--- src/rtl/mul_spi_master_if.sv ---
// Shared ISA constants and the single-clock SPI bus used by the multiplier link.
// Latency: n/a (type and wire definitions only).
// Backpressure: n/a; flow control is the slave ready marker on miso.
//
// Package Isa   : REGISTER_SIZE (operand/result width N) and MulPacket {op_2, op_1}.
// Interface Spi : nss (one select per slave, active low), mosi, miso.
//                 There is no SCLK; master and slave share the system clock.
package Isa;
    localparam int REGISTER_SIZE = 8;

    typedef struct packed {
        logic [REGISTER_SIZE-1:0] op_2;
        logic [REGISTER_SIZE-1:0] op_1;
    } MulPacket;
endpackage

interface Spi #(
    parameter int NssWidth = 1
);
    logic [NssWidth-1:0] nss;
    logic                mosi;
    logic                miso;

    modport MasterSpi (output nss, output mosi, input miso);
    modport SlaveSpi  (input nss, input mosi, output miso);
endinterface

--- src/rtl/mul_spi_master.sv ---
// SPI master that ships {op_2, op_1} to a multiplier slave and returns the low N bits of the product.
// Latency: o_done 3N+4 cycles after an accepted i_start with a compliant slave (28 for N=8).
// Backpressure: i_start is ignored while o_busy; WAIT holds until the slave raises miso.
//
// Ports:
//   i_clock, i_reset (async, active low)
//   i_start, i_op_1, i_op_2  : request pulse and operands, captured only in IDLE
//   o_busy, o_done, o_error  : status; o_done pulses once per transaction, o_error marks an abort
//   o_result                 : last product returned by the slave, held until the next DONE
//   spi                      : nss (only bit NssPosition ever goes low), mosi, miso
// Optional feature: define MUL_SPI_MASTER_TIMEOUT_EN to abort WAIT after TimeoutCycles cycles.
module mul_spi_master #(
    parameter int NssPosition   = 0,
    parameter int TimeoutCycles = 16,
    parameter int NssWidth      = 1
) (
    input  logic                          i_clock,
    input  logic                          i_reset,
    input  logic                          i_start,
    input  logic [Isa::REGISTER_SIZE-1:0] i_op_1,
    input  logic [Isa::REGISTER_SIZE-1:0] i_op_2,
    output logic                          o_busy,
    output logic                          o_done,
    output logic [Isa::REGISTER_SIZE-1:0] o_result,
    output logic                          o_error,
    Spi.MasterSpi                         spi
);
    localparam int N    = Isa::REGISTER_SIZE;
    localparam int CntW = $clog2(2 * N);
    // nss pattern with only the target slave selected
    localparam logic [NssWidth-1:0] NssSel = ~(NssWidth'(1) << NssPosition);

    typedef enum logic [2:0] {
        S_IDLE,
        S_START,
        S_TRANSMIT,
        S_WAIT,
        S_RECEIVE,
        S_DONE
    } state_t;

    state_t              r_state;
    logic [2*N-1:0]      r_shift;
    logic [CntW-1:0]     r_cnt;
    logic [N-1:0]        r_rx;
    logic [N-1:0]        r_result;
    logic [NssWidth-1:0] r_nss;
    logic                r_mosi;
    logic                r_done;
    logic                r_error;
    Isa::MulPacket       w_packet;

`ifdef MUL_SPI_MASTER_TIMEOUT_EN
    localparam int ToW = $clog2(TimeoutCycles + 1);
    logic [ToW-1:0] r_wait_cnt;
`else
    logic w_unused_timeout;
    assign w_unused_timeout = |TimeoutCycles;
`endif

    assign w_packet.op_1 = i_op_1;
    assign w_packet.op_2 = i_op_2;

    always_ff @(posedge i_clock or negedge i_reset) begin
        if (!i_reset) begin
            r_state    <= S_IDLE;
            r_shift    <= '0;
            r_cnt      <= '0;
            r_rx       <= '0;
            r_result   <= '0;
            r_nss      <= '1;
            r_mosi     <= 1'b0;
            r_done     <= 1'b0;
            r_error    <= 1'b0;
`ifdef MUL_SPI_MASTER_TIMEOUT_EN
            r_wait_cnt <= '0;
`endif
        end else begin
            case (r_state)
                S_IDLE: begin
                    r_done  <= 1'b0;
                    r_error <= 1'b0;
                    r_nss   <= '1;
                    r_mosi  <= 1'b0;
                    if (i_start) begin
                        r_shift <= w_packet;
                        r_state <= S_START;
                        r_nss   <= NssSel;
                        r_mosi  <= 1'b1;            // start bit
                    end
                end
                S_START: begin
                    // present packet bit 0 for the first TRANSMIT cycle
                    r_state <= S_TRANSMIT;
                    r_mosi  <= r_shift[0];
                    r_shift <= {1'b0, r_shift[2*N-1:1]};
                    r_cnt   <= '0;
                end
                S_TRANSMIT: begin
                    if (r_cnt == CntW'(2 * N - 1)) begin
                        r_state    <= S_WAIT;
                        r_mosi     <= 1'b0;
`ifdef MUL_SPI_MASTER_TIMEOUT_EN
                        r_wait_cnt <= '0;
`endif
                    end else begin
                        r_mosi  <= r_shift[0];
                        r_shift <= {1'b0, r_shift[2*N-1:1]};
                        r_cnt   <= r_cnt + 1'b1;
                    end
                end
                S_WAIT: begin
                    if (spi.miso) begin
                        r_state <= S_RECEIVE;
                        r_cnt   <= '0;
                    end
`ifdef MUL_SPI_MASTER_TIMEOUT_EN
                    else if (r_wait_cnt == ToW'(TimeoutCycles - 1)) begin
                        // abort: report error, leave o_result untouched
                        r_state <= S_DONE;
                        r_done  <= 1'b1;
                        r_error <= 1'b1;
                        r_nss   <= '1;
                    end else begin
                        r_wait_cnt <= r_wait_cnt + 1'b1;
                    end
`endif
                end
                S_RECEIVE: begin
                    // LSB arrives first, so shift in from the top
                    r_rx <= {spi.miso, r_rx[N-1:1]};
                    if (r_cnt == CntW'(N - 1)) begin
                        r_state  <= S_DONE;
                        r_done   <= 1'b1;
                        r_result <= {spi.miso, r_rx[N-1:1]};
                        r_nss    <= '1;
                    end else begin
                        r_cnt <= r_cnt + 1'b1;
                    end
                end
                S_DONE: begin
                    r_done  <= 1'b0;
                    r_error <= 1'b0;
                    r_state <= S_IDLE;
                end
                default: begin
                    r_state <= S_IDLE;
                    r_nss   <= '1;
                    r_mosi  <= 1'b0;
                end
            endcase
        end
    end

    assign o_busy   = (r_state != S_IDLE);
    assign o_done   = r_done;
    assign o_error  = r_error;
    assign o_result = r_result;
    assign spi.nss  = r_nss;
    assign spi.mosi = r_mosi;

endmodule

--- src/flat_wrapper.sv ---
// flat-port wrapper written by rule: the top's interface ports become plain ports
module mul_spi_master_flat 
#(
    parameter int NssPosition   = 0,
    parameter int TimeoutCycles = 16,
    parameter int NssWidth      = 1
)
  (i_clock, i_reset, i_start, i_op_1, i_op_2, o_busy, o_done, o_result, o_error, spi_nss, spi_mosi, spi_miso);
  Spi #(.NssWidth(NssWidth)) spi_i ();
  input  logic i_clock;
  input  logic i_reset;
  input  logic i_start;
  input  logic [Isa::REGISTER_SIZE-1:0] i_op_1;
  input  logic [Isa::REGISTER_SIZE-1:0] i_op_2;
  output logic o_busy;
  output logic o_done;
  output logic [Isa::REGISTER_SIZE-1:0] o_result;
  output logic o_error;
  output wire logic [$bits(spi_i.nss)-1:0] spi_nss;
  output wire logic [$bits(spi_i.mosi)-1:0] spi_mosi;
  input wire logic [$bits(spi_i.miso)-1:0] spi_miso;
  assign spi_nss = spi_i.nss;
  assign spi_mosi = spi_i.mosi;
  assign spi_i.miso = spi_miso;
  mul_spi_master #(.NssPosition(NssPosition), .TimeoutCycles(TimeoutCycles), .NssWidth(NssWidth)) u_core (.i_clock(i_clock), .i_reset(i_reset), .i_start(i_start), .i_op_1(i_op_1), .i_op_2(i_op_2), .o_busy(o_busy), .o_done(o_done), .o_result(o_result), .o_error(o_error), .spi(spi_i));
endmodule
--- config.mk ---
export PLATFORM = sky130hd
export DESIGN_NAME = mul_spi_master_flat
export DESIGN_NICKNAME = d
export VERILOG_FILES = /design/src/rtl/mul_spi_master_if.sv /design/src/rtl/mul_spi_master.sv /design/src/flat_wrapper.sv
export SDC_FILE = /design/constraint.sdc
export NUM_CORES = 1
export LEC_CHECK = 0
export CAP_MARGIN = 20
export CORE_MARGIN = 8
export CORE_UTILIZATION = 50
export DETAILED_ROUTE_END_ITERATION = 8
export MAX_ROUTING_LAYER = met4
export PLACE_DENSITY = 0.76
export RECOVER_POWER = 100
export SYNTH_ARGS = -nofsm -noshare
export SYNTH_HDL_FRONTEND = slang
export SYNTH_SLANG_ARGS = --single-unit
--- constraint.sdc ---
create_clock -name i_clock -period 2.64 [get_ports i_clock]
set_input_delay 0.528 -clock i_clock [delete_from_list [all_inputs] [get_ports i_clock]]
set_output_delay 0.528 -clock i_clock [all_outputs]
set_load 0.01 [all_outputs]
==> metrics.json, run 1 <==
{
  "outcome": {"value": "finished with violations"},
  "violations": {"value": "capacitance limit, slew limit"},
  "critical-path-max-stage-delay": {"value": 0.59, "unit": "ns"},
  "finClkSkew": {"value": 0.005423, "unit": "ns"},
  "die_x": {"value": 78.52, "unit": "µm"},
  "globalRoute.totalOverflow": {"value": 0},
  "power.density": {"value": 1097, "unit": "nW/µm²"},
  "postRouteAntennaNets": {"value": 0},
  "slew_hr": {"value": -45.40, "unit": "%"},
  "synthesis.area_per_instance": {"value": 11.23, "unit": "µm²"},
  "hold_viol": {"value": 0},
  "asyncSetResetFlopFracSynth": {"value": 100.0, "unit": "%"},
  "via_per_inst": {"value": 5.344},
  "synth_warnings": {"value": 0},
  "holdBufCountCts": {"value": 0},
  "grt_util_met3": {"value": 4.214, "unit": "%"},
  "ys_seq_elements": {"value": 41},
  "setup_ws": {"value": 0.2761, "unit": "ns"},
  "drive_gt1_share": {"value": 14.15, "unit": "%"},
  "grt_util_all_layers": {"value": 13.23, "unit": "%"},
  "hold_path_class": {"value": "register to register"},
  "antenna_found_initial": {"value": 0},
  "clock_latency": {"value": 0.29, "unit": "ns"},
  "first_global_vias": {"value": 1415},
  "max-cap-violations": {"value": 1},
  "fin_crit": {"value": 2.364, "unit": "ns"},
  "fin_nets": {"value": 225},
  "grt-busiest-layer": {"value": "met2"},
  "syn_inst": {"value": 174},
  "core": {"value": 3716, "unit": "µm²"},
  "dp_hpwl": {"value": 2817, "unit": "µm"},
  "grtUsageMet1": {"value": 13.81, "unit": "%"},
  "ys_seq_area_share": {"value": 52.56, "unit": "%"},
  "yosys.area.top_type_share": {"value": 51.22, "unit": "%"},
  "leakagePower": {"value": 1.070, "unit": "nW"},
  "synth_cell_count_leaders": {"value": "dfrtp_1, nor2_1, a21oi_1, mux2_2, mux2i_1"},
  "placementRows": {"value": 22},
  "slew_violations": {"value": 42},
  "cts_buffers": {"value": 5},
  "layout-area-overhead-vs-synth": {"value": 20.87, "unit": "%"},
  "port_buffers": {"value": 31},
  "type_of_element_capturing_the_critical_path": {"value": "output pin"},
  "critPathLaunchType": {"value": "register"},
  "grtUsageMet2": {"value": 22.29, "unit": "%"},
  "seqCellArea": {"value": 1027, "unit": "µm²"},
  "finalCritPeriodShare": {"value": 89.54, "unit": "%"},
  "worst_ep_arrival_time": {"value": 1.84, "unit": "ns"},
  "cp_max_fo": {"value": 19},
  "clk_pin_slew": {"value": 0.08, "unit": "ns"},
  "fp.dieH": {"value": 78.52, "unit": "µm"},
  "post-synth-top-count-cell": {"value": "dfrtp_1"},
  "synth_cell_type_count": {"value": 45},
  "ir_drop": {"value": 0.0005426, "unit": "V"},
  "crit_type": {"value": "register to output pin"},
  "cts_max_path_buffers": {"value": 2},
  "required": {"value": 2.11, "unit": "ns"},
  "critical_path.slowest_cell": {"value": "dfrtp_1"},
  "edff_count_synth": {"value": 0},
  "rsz0062_at_grt": {"value": "no"},
  "path_buf_inv": {"value": 1},
  "synthesis.nets": {"value": 195},
  "grt_first_pass_wirelength": {"value": 6334, "unit": "µm"},
  "pre_cts_slack": {"value": 0.5844, "unit": "ns"},
  "multi_input_comb_area": {"value": 843.3, "unit": "µm²"},
  "max_slew.worst_pin.slew": {"value": 2.181, "unit": "ns"},
  "path_delay_family": {"value": "flip-flops"},
  "wl_per_cell": {"value": 15.47, "unit": "µm"},
  "synth_top_cells_by_area": {"value": "dfrtp_1, mux2_2, mux2i_1"},
  "cts_resized": {"value": 0},
  "post-synth-top-area-cell": {"value": "dfrtp_1"},
  "antenna_cell_count": {"value": 0},
  "cts_root_buf": {"value": "clkbuf_8"},
  "clock.fmax": {"value": 423.0, "unit": "MHz"},
  "setup_viol": {"value": 0},
  "num_io_pins": {"value": 33},
  "largest_net_degree_at_the_start_of_global_routing": {"value": 42},
  "detailedRoute.firstPassIterationCount": {"value": 4},
  "cts_tree": {"value": "built"},
  "fin_setup_tns": {"value": 0, "unit": "ns"},
  "start_util": {"value": 52.59, "unit": "%"},
  "gp_routability_congestion": {"value": 0.8495},
  "drtIter0Drc": {"value": 93},
  "filler_cell_count": {"value": 317},
  "detailroute.via_count": {"value": 1352},
  "post-cts-setup-buffers": {"value": 0},
  "finalWirelength": {"value": 3914, "unit": "µm"},
  "drc": {"value": 0},
  "crit_path_cell_trace": {"value": "or3_1, clkdlybuf4s50_1"},
  "syn_area": {"value": 1954, "unit": "µm²"},
  "die_area": {"value": 6165, "unit": "µm²"},
  "htree_levels": {"value": 2},
  "synth_ff_type": {"value": "dfrtp_1"},
  "clock_sinks": {"value": 41}
}
worst register-to-register path: stages, from the launching register on:
cell and delay [ns]:
dfrtp_1 0.59, nor2_1 0.29, nand2_1 0.30, nor2_1 0.62, mux2_2 0.41
report_power, final:
group	total, W	switching, W	leakage (nW)	internal (W)
Sequential	0.00107	0.000218	0.511	0.000852
Combinational	0.00108	0.000562	0.505	0.000520
Clock	0.000439	0.000203	0.0542	0.000236
Total	0.00259	0.000983	1.07	0.00161
layer usage:
metal  part of all wire [%]  vias up  wire length (µm)
met2                     50       30              1966
met5                      0        -                 0
met1                     42      638              1656
met4                    1.8        0                69
met3                    5.7        8               222
li1                       -      676                 -
state kept, by name (all words and copies together), names as in the netlist:
| name | count |
|---|---|
| u_core.r_shift | 16 |
| u_core.spi.mosi | 1 |
| u_core.o_done | 1 |
| u_core.o_result | 8 |
| u_core.spi.nss | 1 |
| u_core.r_state | 3 |
| u_core.r_cnt | 4 |
| u_core.r_rx | 7 |
layout by cell type, fill, tap and decap left out, types with 3 or more instances in the layout:
cell type        count
inv_1                5
clkbuf_8             7
mux2i_1             15
mux2_2              15
clkdlybuf4s50_1     19
a21oi_1             18
nand2_1              4
dfrtp_1             40
nand2b_1             4
nor2_1              23
o21ai_0              3
dlygate4sd3_1       11
cell families (layout without fill, tap and decap cells):
logic type	count (synthesis)	in the layout	share of synthesized area [%]
AND/OR/NAND/NOR	45	45	11.97
flip-flops	41	41	52.56
AO/OA/AOI/OAI	40	40	13.64
multiplexers	32	32	17.48
buffers and inverters	14	45	3.521
adder cells (fa/ha/maj)	1	1	0.6401
other	1	1	0.1919
final cells by class:
| class | count | share of cell area (%) |
|---|---|---|
| clock inverters | 1 | 0.2119 |
| repair buffers | 32 | 13.19 |
| multi-input cells | 119 | 35.70 |
| flip-flops and latches | 41 | 43.49 |
| inverters | 5 | 0.7945 |
| well taps | 48 | 2.542 |
| clock buffers | 7 | 4.078 |
per-stage QoR:
stage	std cells	power (W)	cell area [µm²]	util (%)	hold slack, ns
after detailed placement	245	0.002197	2285	61.48	0.4947
after CTS	253	0.002645	2386	64.21	0.3871
after global routing	253	0.002775	2362	63.57	0.5377
after floorplan	174	0.001930	1954	-	0.2324
after global placement	245	0.002107	2285	61.48	0.4850
final	253	0.002592	2362	63.57	0.5045
final timing paths:
check	cells after the start	start	slack [ns]	endpoint
setup / recovery	2	u_core.r_state[1]$_DFFE_PN0P_	0.28	o_busy
hold / removal	1	u_core.o_result[1]$_DFFE_PN0P_	0.50	u_core.o_result[1]$_DFFE_PN0P_
setup reg to reg	4	u_core.r_state[1]$_DFFE_PN0P_	0.32	u_core.o_result[5]$_DFFE_PN0P_
hold reg to reg	1	u_core.o_result[1]$_DFFE_PN0P_	0.50	u_core.o_result[1]$_DFFE_PN0P_
max in group asynchronous	1	i_reset	0.52	u_core.r_rx[5]$_DFFE_PN0N_
min in group asynchronous	1	i_reset	0.87	u_core.r_shift[3]$_DFFE_PN0P_
No activity file was read; power rests on OpenSTA's default activity.
==> run 2, diff against run 1 <==
--- a/config.mk
+++ b/config.mk
@@ -15,3 +15,4 @@
 export SYNTH_ARGS = -nofsm -noshare
 export SYNTH_HDL_FRONTEND = slang
 export SYNTH_SLANG_ARGS = --single-unit
+export TNS_END_PERCENT = 5
==> results of run 2 <==
Final layout, timing and power as in run 1 (identical DEF).
==> run 3, diff against run 2 <==
--- a/config.mk
+++ b/config.mk
@@ -7,10 +7,10 @@
 export LEC_CHECK = 0
 export CAP_MARGIN = 20
 export CORE_MARGIN = 8
-export CORE_UTILIZATION = 50
+export CORE_UTILIZATION = 56
 export DETAILED_ROUTE_END_ITERATION = 8
 export MAX_ROUTING_LAYER = met4
-export PLACE_DENSITY = 0.76
+export PLACE_DENSITY = 0.84
 export RECOVER_POWER = 100
 export SYNTH_ARGS = -nofsm -noshare
 export SYNTH_HDL_FRONTEND = slang
==> run 3 against run 2 <==
Compared with the run above:
- the run still ends with capacitance limit, slew limit left
- sequential share of layout area up 0.51 points
- first-iteration DRC count is 15% higher
- clock power down 6.6%
- sequential power hardly changed
- via count increased by 4.0%
- core utilization grew 6.4 points
- combinational power hardly changed
- wire length down 3.1%
- worst hold slack improved by 0.012 ns
- non-clock buffer count stayed put
==> metrics.json, run 3 (synthesis results as in run 1) <==
{
  "hold_path_class": {"value": "register to register"},
  "worst_hold_path.num_cells": {"value": 1},
  "clk_pin_slew": {"value": 0.13, "unit": "ns"},
  "critPathLaunchType": {"value": "register"},
  "worst_hold_path.endpoint": {"value": "u_core.o_result[6]$_DFFE_PN0P_"},
  "grt_first_pass_wirelength": {"value": 6561, "unit": "µm"},
  "antenna_found_initial": {"value": 0},
  "violations": {"value": "capacitance limit, slew limit"},
  "first_global_vias": {"value": 1413},
  "finClkSkew": {"value": 0.007674, "unit": "ns"},
  "slew_violations": {"value": 42},
  "placementRows": {"value": 21},
  "post-cts-setup-buffers": {"value": 0},
  "drc": {"value": 0},
  "power.density": {"value": 1087, "unit": "nW/µm²"},
  "die_area": {"value": 5636, "unit": "µm²"},
  "largest_net_degree_at_the_start_of_global_routing": {"value": 42},
  "placedInstanceArea": {"value": 2275, "unit": "µm²"},
  "cts_tree": {"value": "built"},
  "hold_viol": {"value": 0},
  "critical_path.slowest_cell": {"value": "dfrtp_1"},
  "required": {"value": 2.11, "unit": "ns"},
  "worst_ep_arrival_time": {"value": 1.86, "unit": "ns"},
  "clock_sinks": {"value": 41},
  "drtIter0Drc": {"value": 107},
  "critical-path-max-stage-delay": {"value": 0.59, "unit": "ns"},
  "max-cap-violations": {"value": 1},
  "cts_root_buf": {"value": "clkbuf_4"},
  "setup_viol": {"value": 0},
  "rrSetupSlack": {"value": 0.38, "unit": "ns"},
  "via_per_inst": {"value": 5.602},
  "core": {"value": 3337, "unit": "µm²"},
  "max_slew.worst_pin.slew": {"value": 2.116, "unit": "ns"},
  "gp_routability_congestion": {"value": 0.8495},
  "type_of_element_capturing_the_critical_path": {"value": "output pin"},
  "finalWirelength": {"value": 3792, "unit": "µm"},
  "cts_max_path_buffers": {"value": 2},
  "slew_hr": {"value": -41.07, "unit": "%"},
  "wl_per_cell": {"value": 15.11, "unit": "µm"},
  "postRouteAntennaNets": {"value": 0},
  "outcome": {"value": "finished with violations"},
  "fp.dieH": {"value": 75.08, "unit": "µm"},
  "rsz0062_at_grt": {"value": "no"},
  "start_util": {"value": 58.57, "unit": "%"},
  "crit_path_cell_trace": {"value": "or3_1, clkdlybuf4s50_1"},
  "die_x": {"value": 75.08, "unit": "µm"},
  "finalCritPeriodShare": {"value": 90.38, "unit": "%"},
  "mostFrequentLayoutCells": {"value": "dfrtp_1, nor2_1, clkdlybuf4s50_1"},
  "ir_drop": {"value": 0.0006658, "unit": "V"},
  "cts_resized": {"value": 0},
  "largest-register": {"value": "u_core.r_shift"},
  "cp_max_fo": {"value": 19},
  "reg2reg_depth": {"value": 4},
  "grt_util_all_layers": {"value": 15.81, "unit": "%"},
  "leakagePower": {"value": 1.056, "unit": "nW"},
  "num_io_pins": {"value": 33},
  "detailroute.via_count": {"value": 1406},
  "fin_nets": {"value": 225},
  "holdBufCountCts": {"value": 0},
  "worst_r2r_endpoint": {"value": "u_core.r_shift[4]$_DFFE_PN0P_"},
  "commonest_non_fill_non_tap_cell_in_the_layout": {"value": "dfrtp_1"},
  "layout-area-overhead-vs-synth": {"value": 19.46, "unit": "%"},
  "largest_reg_flops": {"value": 16},
  "filler_cell_count": {"value": 263},
  "htree_levels": {"value": 2},
  "fin_crit": {"value": 2.386, "unit": "ns"},
  "clock.fmax": {"value": 419.1, "unit": "MHz"},
  "dp_hpwl": {"value": 2818, "unit": "µm"},
  "crit_type": {"value": "register to output pin"},
  "drive_gt1_share": {"value": 14.15, "unit": "%"},
  "antenna_cell_count": {"value": 0},
  "final_cell_area": {"value": 2335, "unit": "µm²"},
  "cts_buffers": {"value": 5},
  "fin_setup_tns": {"value": 0, "unit": "ns"},
  "globalRoute.totalOverflow": {"value": 0},
  "detailedRoute.firstPassIterationCount": {"value": 4},
  "port_buffers": {"value": 31},
  "clock_latency": {"value": 0.35, "unit": "ns"},
  "rr_startpoint": {"value": "u_core.r_state[1]$_DFFE_PN0P_"},
  "min-delay-start": {"value": "u_core.o_result[6]$_DFFE_PN0P_"}
}
run 3: metrics by stage:
step / total power [W] / instances / utilization (%) / setup WS, ns / hold WS, ns
after CTS: 0.002582 / 251 / 70.68 / 0.2365 / 0.3037
after global placement: 0.002097 / 243 / 68.17 / 0.6670 / 0.4829
after detailed placement: 0.002173 / 243 / 68.17 / 0.6455 / 0.4970
final: 0.002537 / 251 / 69.97 / 0.2541 / 0.5170
after floorplan: 0.001930 / 174 / - / 0.9516 / 0.2324
after global routing: 0.002743 / 251 / 69.97 / 0.1467 / 0.5450
run 3: worst max-delay path: cells and delay by family, from the launching register on:
| kind | cells | cell delay (ns) |
|---|---|---|
| buffers and inverters | 1 | 0.49 |
| flip-flops | 1 | 0.59 |
| AND/OR/NAND/NOR | 1 | 0.43 |
run 3: per-layer routing:
layer,vias to the layer above,wire (µm),GRT usage [%]
met1,678,1618,19.40
met4,0,68,7.826
met2,40,1903,23.70
met5,-,0,-
met3,7,202,3.862
li1,681,-,-
run 3: cell type report:
type | instances | area, µm² | share of cell area, %
Multi-Input combinational cell | 119 | 835.8 | 35.80
Tap cell | 46 | 57.56 | 2.465
Clock inverter | 3 | 46.29 | 1.983
Timing Repair Buffer | 32 | 311.5 | 13.34
Inverter | 5 | 18.77 | 0.8039
Clock buffer | 5 | 37.54 | 1.608
Sequential cell | 41 | 1027 | 44.00
run 3: report_power, final:
part           internal (W)  switching, W
sequential         0.000850      0.000213
clock              0.000201      0.000209
combinational      0.000512      0.000553
run 3: worst max-delay path by stage:
stage                                        startpoint                        endpoint  slack, ns  depth (start not counted)
after floorplan             u_core.r_cnt[0]$_DFFE_PN0P_  u_core.r_shift[11]$_DFFE_PN0P_       0.95                          6
after global placement    u_core.r_state[1]$_DFFE_PN0P_                          o_busy       0.67                          2
after detailed placement  u_core.r_state[1]$_DFFE_PN0P_                          o_busy       0.65                          2
after CTS                 u_core.r_state[1]$_DFFE_PN0P_                          o_busy       0.24                          2
after global routing                            i_reset  u_core.r_shift[10]$_DFFE_PN0P_       0.15                          1
final                     u_core.r_state[1]$_DFFE_PN0P_                          o_busy       0.25                          2
